<file path="config.mk">
export PLATFORM = sky130hd
export DESIGN_NAME = digital_clock_top
export DESIGN_NICKNAME = d
export VERILOG_FILES = /design/src/rtl/digital_clock_top.sv
export SDC_FILE = /design/constraint.sdc
export NUM_CORES = 1
export LEC_CHECK = 0
export ABC_CLOCK_PERIOD_IN_PS = 3000
export CAP_MARGIN = 20
export CELL_PAD_IN_SITES_DETAIL_PLACEMENT = 1
export CELL_PAD_IN_SITES_GLOBAL_PLACEMENT = 1
export CORE_MARGIN = 2
export CORE_UTILIZATION = 25
export CTS_CLUSTER_DIAMETER = 50
export DETAILED_ROUTE_END_ITERATION = 7
export HOLD_SLACK_MARGIN = 0.06
export PLACE_DENSITY_LB_ADDON = 0.1
export SLEW_MARGIN = 10
export SYNTH_ARGS = -nofsm -noshare
export SYNTH_HDL_FRONTEND = slang
export SYNTH_SLANG_ARGS = --single-unit
</file>
<file path="constraint.sdc">
create_clock -name clk -period 3 [get_ports clk]
set_input_delay 0.3 -clock clk [delete_from_list [all_inputs] [get_ports clk]]
set_output_delay 0.3 -clock clk [all_outputs]
set_load 0.02 [all_outputs]
</file>
<file path="src/rtl/digital_clock_top.sv">
// 24-hour BCD clock with time preset, HH:MM alarm and an 8-digit multiplexed 7-segment scan.
// Optional ALARM_BLINK_EN: the alarm output toggles on each second tick during the matching minute.
module digital_clock_top #(
    parameter int CLK_FREQ = 50_000_000,
    parameter int SCAN_DIV = 50_000
) (
    input  logic       clk,
    input  logic       rst_n,
    input  logic       set_time_finish,
    input  logic [3:0] set_sec_ge,
    input  logic [2:0] set_sec_shi,
    input  logic [3:0] set_min_ge,
    input  logic [2:0] set_min_shi,
    input  logic [3:0] set_hour_ge,
    input  logic [1:0] set_hour_shi,
    input  logic       clock_en,
    input  logic [3:0] clock_min_ge,
    input  logic [2:0] clock_min_shi,
    input  logic [3:0] clock_hour_ge,
    input  logic [1:0] clock_hour_shi,
    output logic       clock_out,
    output logic [3:0] sec_ge_r,
    output logic [2:0] sec_shi_r,
    output logic [3:0] min_ge_r,
    output logic [2:0] min_shi_r,
    output logic [3:0] hour_ge_r,
    output logic [1:0] hour_shi_r,
    output logic [7:0] data_out,
    output logic [7:0] select
);

    localparam int PW = (CLK_FREQ > 1) ? $clog2(CLK_FREQ) : 1;
    localparam int SW = (SCAN_DIV > 1) ? $clog2(SCAN_DIV) : 1;
    localparam logic [PW-1:0] PRESC_LAST = PW'(CLK_FREQ - 1);
    localparam logic [SW-1:0] SCAN_LAST  = SW'(SCAN_DIV - 1);

    logic [PW-1:0] presc_cnt;
    logic          tick;

    assign tick = (presc_cnt == PRESC_LAST);

    always_ff @(posedge clk) begin
        if (rst_n) begin
            presc_cnt <= '0;
        end else if (set_time_finish || tick) begin
            presc_cnt <= '0;
        end else begin
            presc_cnt <= presc_cnt + PW'(1);
        end
    end

    logic set_valid;
    logic sec_ge_max, sec_max, min_ge_max, min_max, hour_max;

    assign set_valid = (set_sec_ge <= 4'd9) && (set_sec_shi <= 3'd5) &&
                       (set_min_ge <= 4'd9) && (set_min_shi <= 3'd5) &&
                       (set_hour_ge <= 4'd9) && (set_hour_shi <= 2'd2) &&
                       !((set_hour_shi == 2'd2) && (set_hour_ge > 4'd3));

    assign sec_ge_max = (sec_ge_r == 4'd9);
    assign sec_max    = sec_ge_max && (sec_shi_r == 3'd5);
    assign min_ge_max = (min_ge_r == 4'd9);
    assign min_max    = min_ge_max && (min_shi_r == 3'd5);
    assign hour_max   = (hour_shi_r == 2'd2) && (hour_ge_r == 4'd3);

    // An out-of-range preset is dropped as a whole so the time never holds a non-BCD value.
    always_ff @(posedge clk) begin
        if (rst_n) begin
            sec_ge_r   <= '0;
            sec_shi_r  <= '0;
            min_ge_r   <= '0;
            min_shi_r  <= '0;
            hour_ge_r  <= '0;
            hour_shi_r <= '0;
        end else if (set_time_finish) begin
            if (set_valid) begin
                sec_ge_r   <= set_sec_ge;
                sec_shi_r  <= set_sec_shi;
                min_ge_r   <= set_min_ge;
                min_shi_r  <= set_min_shi;
                hour_ge_r  <= set_hour_ge;
                hour_shi_r <= set_hour_shi;
            end
        end else if (tick) begin
            sec_ge_r <= sec_ge_max ? 4'd0 : sec_ge_r + 4'd1;
            if (sec_ge_max) begin
                sec_shi_r <= (sec_shi_r == 3'd5) ? 3'd0 : sec_shi_r + 3'd1;
            end
            if (sec_max) begin
                min_ge_r <= min_ge_max ? 4'd0 : min_ge_r + 4'd1;
            end
            if (sec_max && min_ge_max) begin
                min_shi_r <= (min_shi_r == 3'd5) ? 3'd0 : min_shi_r + 3'd1;
            end
            if (sec_max && min_max) begin
                if (hour_max) begin
                    hour_ge_r  <= 4'd0;
                    hour_shi_r <= 2'd0;
                end else if (hour_ge_r == 4'd9) begin
                    hour_ge_r  <= 4'd0;
                    hour_shi_r <= hour_shi_r + 2'd1;
                end else begin
                    hour_ge_r <= hour_ge_r + 4'd1;
                end
            end
        end
    end

    logic alarm_hit;

    assign alarm_hit = clock_en &&
                       (hour_shi_r == clock_hour_shi) && (hour_ge_r == clock_hour_ge) &&
                       (min_shi_r == clock_min_shi) && (min_ge_r == clock_min_ge);

`ifdef ALARM_BLINK_EN
    logic alarm_hit_d;

    always_ff @(posedge clk) begin
        if (rst_n) begin
            clock_out   <= 1'b0;
            alarm_hit_d <= 1'b0;
        end else begin
            alarm_hit_d <= alarm_hit;
            if (!alarm_hit) begin
                clock_out <= 1'b0;
            end else if (!alarm_hit_d) begin
                clock_out <= 1'b1;
            end else if (tick) begin
                clock_out <= ~clock_out;
            end
        end
    end
`else
    always_ff @(posedge clk) begin
        if (rst_n) begin
            clock_out <= 1'b0;
        end else begin
            clock_out <= alarm_hit;
        end
    end
`endif

    logic [SW-1:0] scan_cnt;
    logic [2:0]    digit_idx;

    always_ff @(posedge clk) begin
        if (rst_n) begin
            scan_cnt  <= '0;
            digit_idx <= '0;
        end else if (scan_cnt == SCAN_LAST) begin
            scan_cnt  <= '0;
            digit_idx <= digit_idx + 3'd1;
        end else begin
            scan_cnt <= scan_cnt + SW'(1);
        end
    end

    function automatic logic [7:0] seg_code(input logic [3:0] val);
        case (val)
            4'd0:    seg_code = 8'hC0;
            4'd1:    seg_code = 8'hF9;
            4'd2:    seg_code = 8'hA4;
            4'd3:    seg_code = 8'hB0;
            4'd4:    seg_code = 8'h99;
            4'd5:    seg_code = 8'h92;
            4'd6:    seg_code = 8'h82;
            4'd7:    seg_code = 8'hF8;
            4'd8:    seg_code = 8'h80;
            4'd9:    seg_code = 8'h90;
            default: seg_code = 8'hFF;
        endcase
    endfunction

    logic [3:0] digit_val;
    logic       digit_dash;

    always_comb begin
        digit_val  = 4'd0;
        digit_dash = 1'b0;
        case (digit_idx)
            3'd0:    digit_val  = sec_ge_r;
            3'd1:    digit_val  = {1'b0, sec_shi_r};
            3'd2:    digit_dash = 1'b1;
            3'd3:    digit_val  = min_ge_r;
            3'd4:    digit_val  = {1'b0, min_shi_r};
            3'd5:    digit_dash = 1'b1;
            3'd6:    digit_val  = hour_ge_r;
            default: digit_val  = {2'b00, hour_shi_r};
        endcase
    end

    // Select and pattern share one register stage so they always switch on the same edge.
    always_ff @(posedge clk) begin
        if (rst_n) begin
            select   <= 8'hFF;
            data_out <= 8'hFF;
        end else begin
            select   <= ~(8'h01 << digit_idx);
            data_out <= digit_dash ? 8'hBF : seg_code(digit_val);
        end
    end

endmodule

</file>
==> out/metrics.csv, run 1 <==
metric;value;unit
Worst IR Drop VDD;0.286;mV
Ys Warns;0;
Residual DRC;0;
ANT cells;0;
global-route wire length before repair;23500;µm
slowest CP cell;or4_1;
layout cells sized above 1;8.06;%
final hold vios;0;
clock latency on the worst-skew pair;0.35;ns
CP required;3.26;ns
slew margin rel.;46.6;%
starting density of the core;25.5;%
final hold slack;0.447;ns
number of global-route vias before repair;4135;
TritonRoute pass-1 iters;4;
crit-path max cell delay;0.57;ns
row cnt;48;
initial DRC count;298;
setup repair bufs after CTS;0;
status;completed;
nets;648;
CTS Buffer Depth;2;
setup TNS;0;ns
async set or reset register ratio after synthesis;0;%
Synth area leader;dfxtp_1;
CP arrival;2.75;ns
Final period util;83.1;%
final WL;14900;µm
kind of critical path;reg2reg;
Vias/cell;5.06;
DRT antenna net count;0;
CTS sink cnt;81;
Vias;4211;
WP buf/inv;0;
unrepaired setup endpoints after global routing;false;
CTS root buffer;clkbuf_16;
CTS tree;yes;
initial antenna violation count;0;
clk slew on worst S/H paths;0.07;ns
area grow syn2layout;30.5;%
post-synth top area share;36.8;%
Clock Skew;0.00868;ns
Final Wtd Congestion;0.788;
synthesized instance count;532;
Pleak;1.96;nW
total CTS buffers;9;
Crit. End Element;register;
Largest delay share family, worst path;compound AO/OA/AOI/OAI gates;
WL/cell;17.8;µm
CTS resizes;0;
number of I/O port buffers;72;
post-synthesis cell type count;70;
fin crit period;2.49;ns
core box area;0.0172;mm²
largest net degree at the start of global routing;40;
GRT Total Usage;16.3;%
DIE HEIGHT;137;µm
Mapped Area;0.00440;mm²
max-slew violations;0;
Syn Area/Cell;8.27;µm²
Max Cap Viol;0;
I/O pins;74;
crit-path max FO;9;
Worst setup SP type;register;
Post-synth EDFFs;0;
pwr dens;446;mW/mm²
Worst-Margin Slew;0.796;ns
final setup violation count;0;
leading cell types by total area after synthesis;dfxtp_1 (37%), xnor2_1 (6.8%), nor2_1 (6.2%), nand2_1 (3.9%), xor2_1 (3.8%);
DIE AREA;0.0187;mm²
die width;137;µm
Synth Flop Type;dfxtp_1;
crit path cell chain;ha_1, ha_1, o41ai_1, o32ai_1, or4_1, o211ai_1;
Hold Crit Class;reg2reg;
Seq/Total Area, Yosys;36.8;%
crit-path most repeated cell;ha_1;
grt total ovfl;0;
FMAX;401;MHz
syn nets;577;
register bit total from synthesis;81;
Final HPWL DP;10900;µm
number of H-tree levels;3;
Hold Buf Count CTS;0;
synth_stat cells, types with 7 or more instances:
cell type / count
a21oi_1: 12
nor4_1: 8
nand2_1: 46
o211ai_1: 7
xor2_1: 19
nor3_1: 16
nor2_1: 73
a221oi_1: 7
and3_1: 10
dfxtp_1: 81
inv_1: 18
ha_1: 8
nor2b_1: 8
nand4_1: 13
nand3_1: 21
clkbuf_1: 25
xnor2_1: 34
o21ai_0: 17
worst paths after layout:
| check | start | to | slack, ns | cells past startpoint |
|---|---|---|---|---|
| worst max-delay path | digit_idx[1] | data_out[6] | 0.51 | 6 |
| worst min register to register | scan_cnt[0] | scan_cnt[0] | 0.45 | 1 |
| worst max register to register | digit_idx[1] | data_out[6] | 0.51 | 6 |
| worst min-delay path | scan_cnt[0] | scan_cnt[0] | 0.45 | 1 |
stage by stage:
| stage | util [%] | cells | worst slack, ns | total power [mW] | area, µm² |
|---|---|---|---|---|---|
| floorplan | - | 532 | 0.520 | 1.23 | 4400 |
| global route | 33.3 | 833 | 0.231 | 2.67 | 5740 |
| finish | 33.3 | 833 | 0.508 | 2.56 | 5740 |
| global placement | 31.4 | 817 | 0.247 | 1.34 | 5410 |
| detailed placement | 31.4 | 817 | 0.224 | 1.34 | 5410 |
| CTS | 33.3 | 833 | 0.504 | 2.60 | 5740 |
kinds of logic (layout without fill, tap and decap cells):
logic type / after synthesis / count (layout) / share of synthesized area [%]
multiplexers: 8 / 8 / 1.91
AND/OR/NAND/NOR: 232 / 232 / 26.4
XOR/XNOR: 53 / 53 / 10.5
flip-flops: 81 / 81 / 36.8
buffers and inverters: 50 / 126 / 4.61
other: 1 / 1 / 0.0852
adder cells (fa/ha/maj): 8 / 8 / 2.27
AO/OA/AOI/OAI: 99 / 99 / 17.3
worst register-to-register path, stage by stage (launching register included):
cell and delay, ns:
dfxtp_1 0.34, ha_1 0.21, ha_1 0.31, o41ai_1 0.51, o32ai_1 0.34, or4_1 0.57, o211ai_1 0.11
layout by cell type (no fill, tap or decap), drive strengths merged, types with 5 or more instances in the layout:
cell type,count
dfxtp,81
nor2,73
clkdlybuf4s50,72
nand2,46
xnor2,34
nand3,21
inv,21
xor2,19
buf,19
o21ai,17
nor3,16
nand4,13
a21oi,12
and3,10
clkbuf,9
nor2b,8
nor4,8
ha,8
o211ai,7
a221oi,7
nor3b,6
and4,6
or4,6
mux2i,5
o41ai,5
sequential cells by signal (all words and copies together) (netlist names):
register    cells
scan_cnt       16
select          8
data_out        7
sec_ge_r        4
presc_cnt      26
sec_shi_r       3
hour_ge_r       4
min_shi_r       3
hour_shi_r      2
min_ge_r        4
digit_idx       3
clock_out       1
power breakdown:
group / switching (mW) / internal [mW]
combinational: 0.112 / 0.101
clock: 0.501 / 0.740
sequential: 0.0156 / 1.09
total: 0.628 / 1.93
final cells by class:
cell class	count	area, µm²
Sequential cell	81	1620
Inverter	19	71.3
Tap cell	225	282
Timing Repair Buffer	91	863
Clock buffer	9	225
Multi-Input combinational cell	401	2580
Clock inverter	7	101
Fill cell	2023	11500
per-layer routing:
metal	vias to the layer above	share of wire (%)	wire length [µm]	track usage [%]
met5	-	0	0	0
met3	12	4.4	649	2.78
met2	89	43	6400	24.3
met4	0	1.2	172	4.86
met1	2051	51	7640	23.9
li1	2059	-	-	-
(Power assumes the default switching activity.)
==> run 2, diff against run 1 <==
--- a/config.mk
+++ b/config.mk
@@ -5,7 +5,7 @@
 export SDC_FILE = /design/constraint.sdc
 export NUM_CORES = 1
 export LEC_CHECK = 0
-export ABC_CLOCK_PERIOD_IN_PS = 3000
+export ABC_CLOCK_PERIOD_IN_PS = 2300
 export CAP_MARGIN = 20
 export CELL_PAD_IN_SITES_DETAIL_PLACEMENT = 1
 export CELL_PAD_IN_SITES_GLOBAL_PLACEMENT = 1
==> constraint.sdc (replaced) <==
create_clock -name clk -period 2.3 [get_ports clk]
set_input_delay 0.23 -clock clk [delete_from_list [all_inputs] [get_ports clk]]
set_output_delay 0.23 -clock clk [all_outputs]
set_load 0.02 [all_outputs]
==> out/metrics.csv, run 2 (synthesis gave the netlist of run 1 again) <==
metric;value;unit
P_sw;0.803;mW
Multi-input gate area;0.00267;mm²
DIE AREA;0.0187;mm²
CTS sink cnt;81;
total CTS buffers;9;
pwr dens;533;mW/mm²
max FFs per register;26;
Final period util;97.5;%
slowest CP cell;or4_1;
Biggest register;presc_cnt;
WL/cell;17.4;µm
crit path cell chain;inv_1, ha_1, buf_4, o41ai_4, o32ai_4, or4_1, o211ai_1;
ANT cells;0;
CP required;2.55;ns
max-slew violations;0;
GRT Total Usage;16.9;%
grt total ovfl;0;
final setup violation count;0;
Clk network pwr share;47.8;%
register share of total power;43.0;%
Storage cell area;0.00163;mm²
layout cells sized above 1;17.5;%
slew margin rel.;64.2;%
CP arrival;2.50;ns
Vias;4363;
Vias/cell;4.94;
most common cell after layout, fill and taps aside;dfxtp_1;
Gate power share;9.2;%
kind of critical path;reg2reg;
largest net degree at the start of global routing;40;
Post-Place Cells;860;
DIE HEIGHT;137;µm
WP buf/inv;2;
number of global-route vias before repair;4462;
clock latency on the worst-skew pair;0.35;ns
Final HPWL DP;11500;µm
status;completed;
Top Registers;presc_cnt: 26 flops, scan_cnt: 16 flops, select: 8 flops;
crit-path max FO;6;
setup TNS;0;ns
non-filler cells, final;884;
Max Cap Viol;0;
final WL;15400;µm
fin crit period;2.24;ns
Final Wtd Congestion;0.804;
fillers;2030;
initial DRC count;220;
Residual DRC;0;
Worst IR Drop VDD;0.357;mV
I/O pins;74;
Crit. End Element;register;
Clock Skew;0.00790;ns
Hold Crit Class;reg2reg;
number of H-tree levels;3;
Largest delay share family, worst path;compound AO/OA/AOI/OAI gates;
area grow syn2layout;42.3;%
Pleak;2.27;nW
die width;137;µm
core box area;0.0172;mm²
row cnt;48;
Worst-Margin Slew;0.538;ns
crit-path max cell delay;0.52;ns
nets;699;
CTS tree;yes;
TritonRoute pass-1 iters;5;
CTS root buffer;clkbuf_16;
Pwr Total;3.34;mW
number of I/O port buffers;72;
initial antenna violation count;0;
Worst setup SP type;register;
CTS Buffer Depth;2;
FMAX;446;MHz
Hold Buf Count CTS;0;
global-route wire length before repair;24300;µm
clk slew on worst S/H paths;0.07;ns
internal power;2.54;mW
DRT antenna net count;0;
starting density of the core;25.5;%
Sw Ratio;24.0;%
most frequent cells in the layout;dfxtp_1 (76), nor2_1 (73), clkdlybuf4s50_1 (71);
final hold vios;0;
[run 2: stage by stage]
stage	hold WS [ns]	worst slack [ns]	instance area, µm²	utilization, %
finish	0.447	0.0582	6260	36.3
global route	0.494	-0.0234	6260	36.3
CTS	0.452	0.0107	6150	35.7
detailed placement	0.441	-0.360	5790	33.6
global placement	0.428	-0.334	5790	33.6
floorplan	0.363	0.00466	4420	-
[run 2: layout make-up]
class / count / share of cell area, %
Tap cell: 225 / 4.49
Inverter: 19 / 1.14
Multi-Input combinational cell: 401 / 42.5
Clock inverter: 7 / 1.64
Clock buffer: 9 / 3.60
Timing Repair Buffer: 142 / 20.6
Sequential cell: 81 / 26.0
[run 2: worst paths after layout]
| path | depth (start not counted) | start | endpoint | slack, ns |
|---|---|---|---|---|
| min reg2reg | 1 | scan_cnt[0] | scan_cnt[0] | 0.45 |
| min | 1 | scan_cnt[0] | scan_cnt[0] | 0.45 |
| max | 7 | digit_idx[1] | data_out[6] | 0.06 |
| max reg2reg | 7 | digit_idx[1] | data_out[6] | 0.06 |
[run 2: power by group through the flow]
| stage | clock (mW) | combinational, mW | sequential, mW |
|---|---|---|---|
| after floorplan | 0 | 0.120 | 1.48 |
| after global placement | 0 | 0.301 | 1.47 |
| after detailed placement | 0 | 0.306 | 1.47 |
| after CTS | 1.65 | 0.308 | 1.44 |
| after global routing | 1.72 | 0.335 | 1.44 |
| final | 1.60 | 0.307 | 1.44 |
[run 2: repair_timing]
action	in CTS	in global routing
gates resized for setup	4	14
pin swaps	0	13
hold endpoints to repair	0	0
setup buffers	0	8
endpoints found under the setup margin	6	9
[run 2: per-layer routing]
layer	routed length [µm]	GRT usage, %
met5	0	0
met2	6610	25.4
met4	165	4.51
met1	7770	24.4
met3	864	3.52
[run 2: worst register-to-register path, cell delays in order (launching register included)]
cell and delay, ns:
dfxtp_2 0.36, inv_1 0.07, ha_1 0.24, buf_4 0.17
o41ai_4 0.48, o32ai_4 0.21, or4_1 0.52, o211ai_1 0.11
==> run 3, diff against run 2 <==
--- a/config.mk
+++ b/config.mk
@@ -15,7 +15,7 @@
 export DETAILED_ROUTE_END_ITERATION = 7
 export HOLD_SLACK_MARGIN = 0.06
 export PLACE_DENSITY_LB_ADDON = 0.1
-export SLEW_MARGIN = 10
+export SLEW_MARGIN = 20
 export SYNTH_ARGS = -nofsm -noshare
 export SYNTH_HDL_FRONTEND = slang
 export SYNTH_SLANG_ARGS = --single-unit
==> results of run 3 <==
Final layout, timing and power as in run 2 (identical DEF).
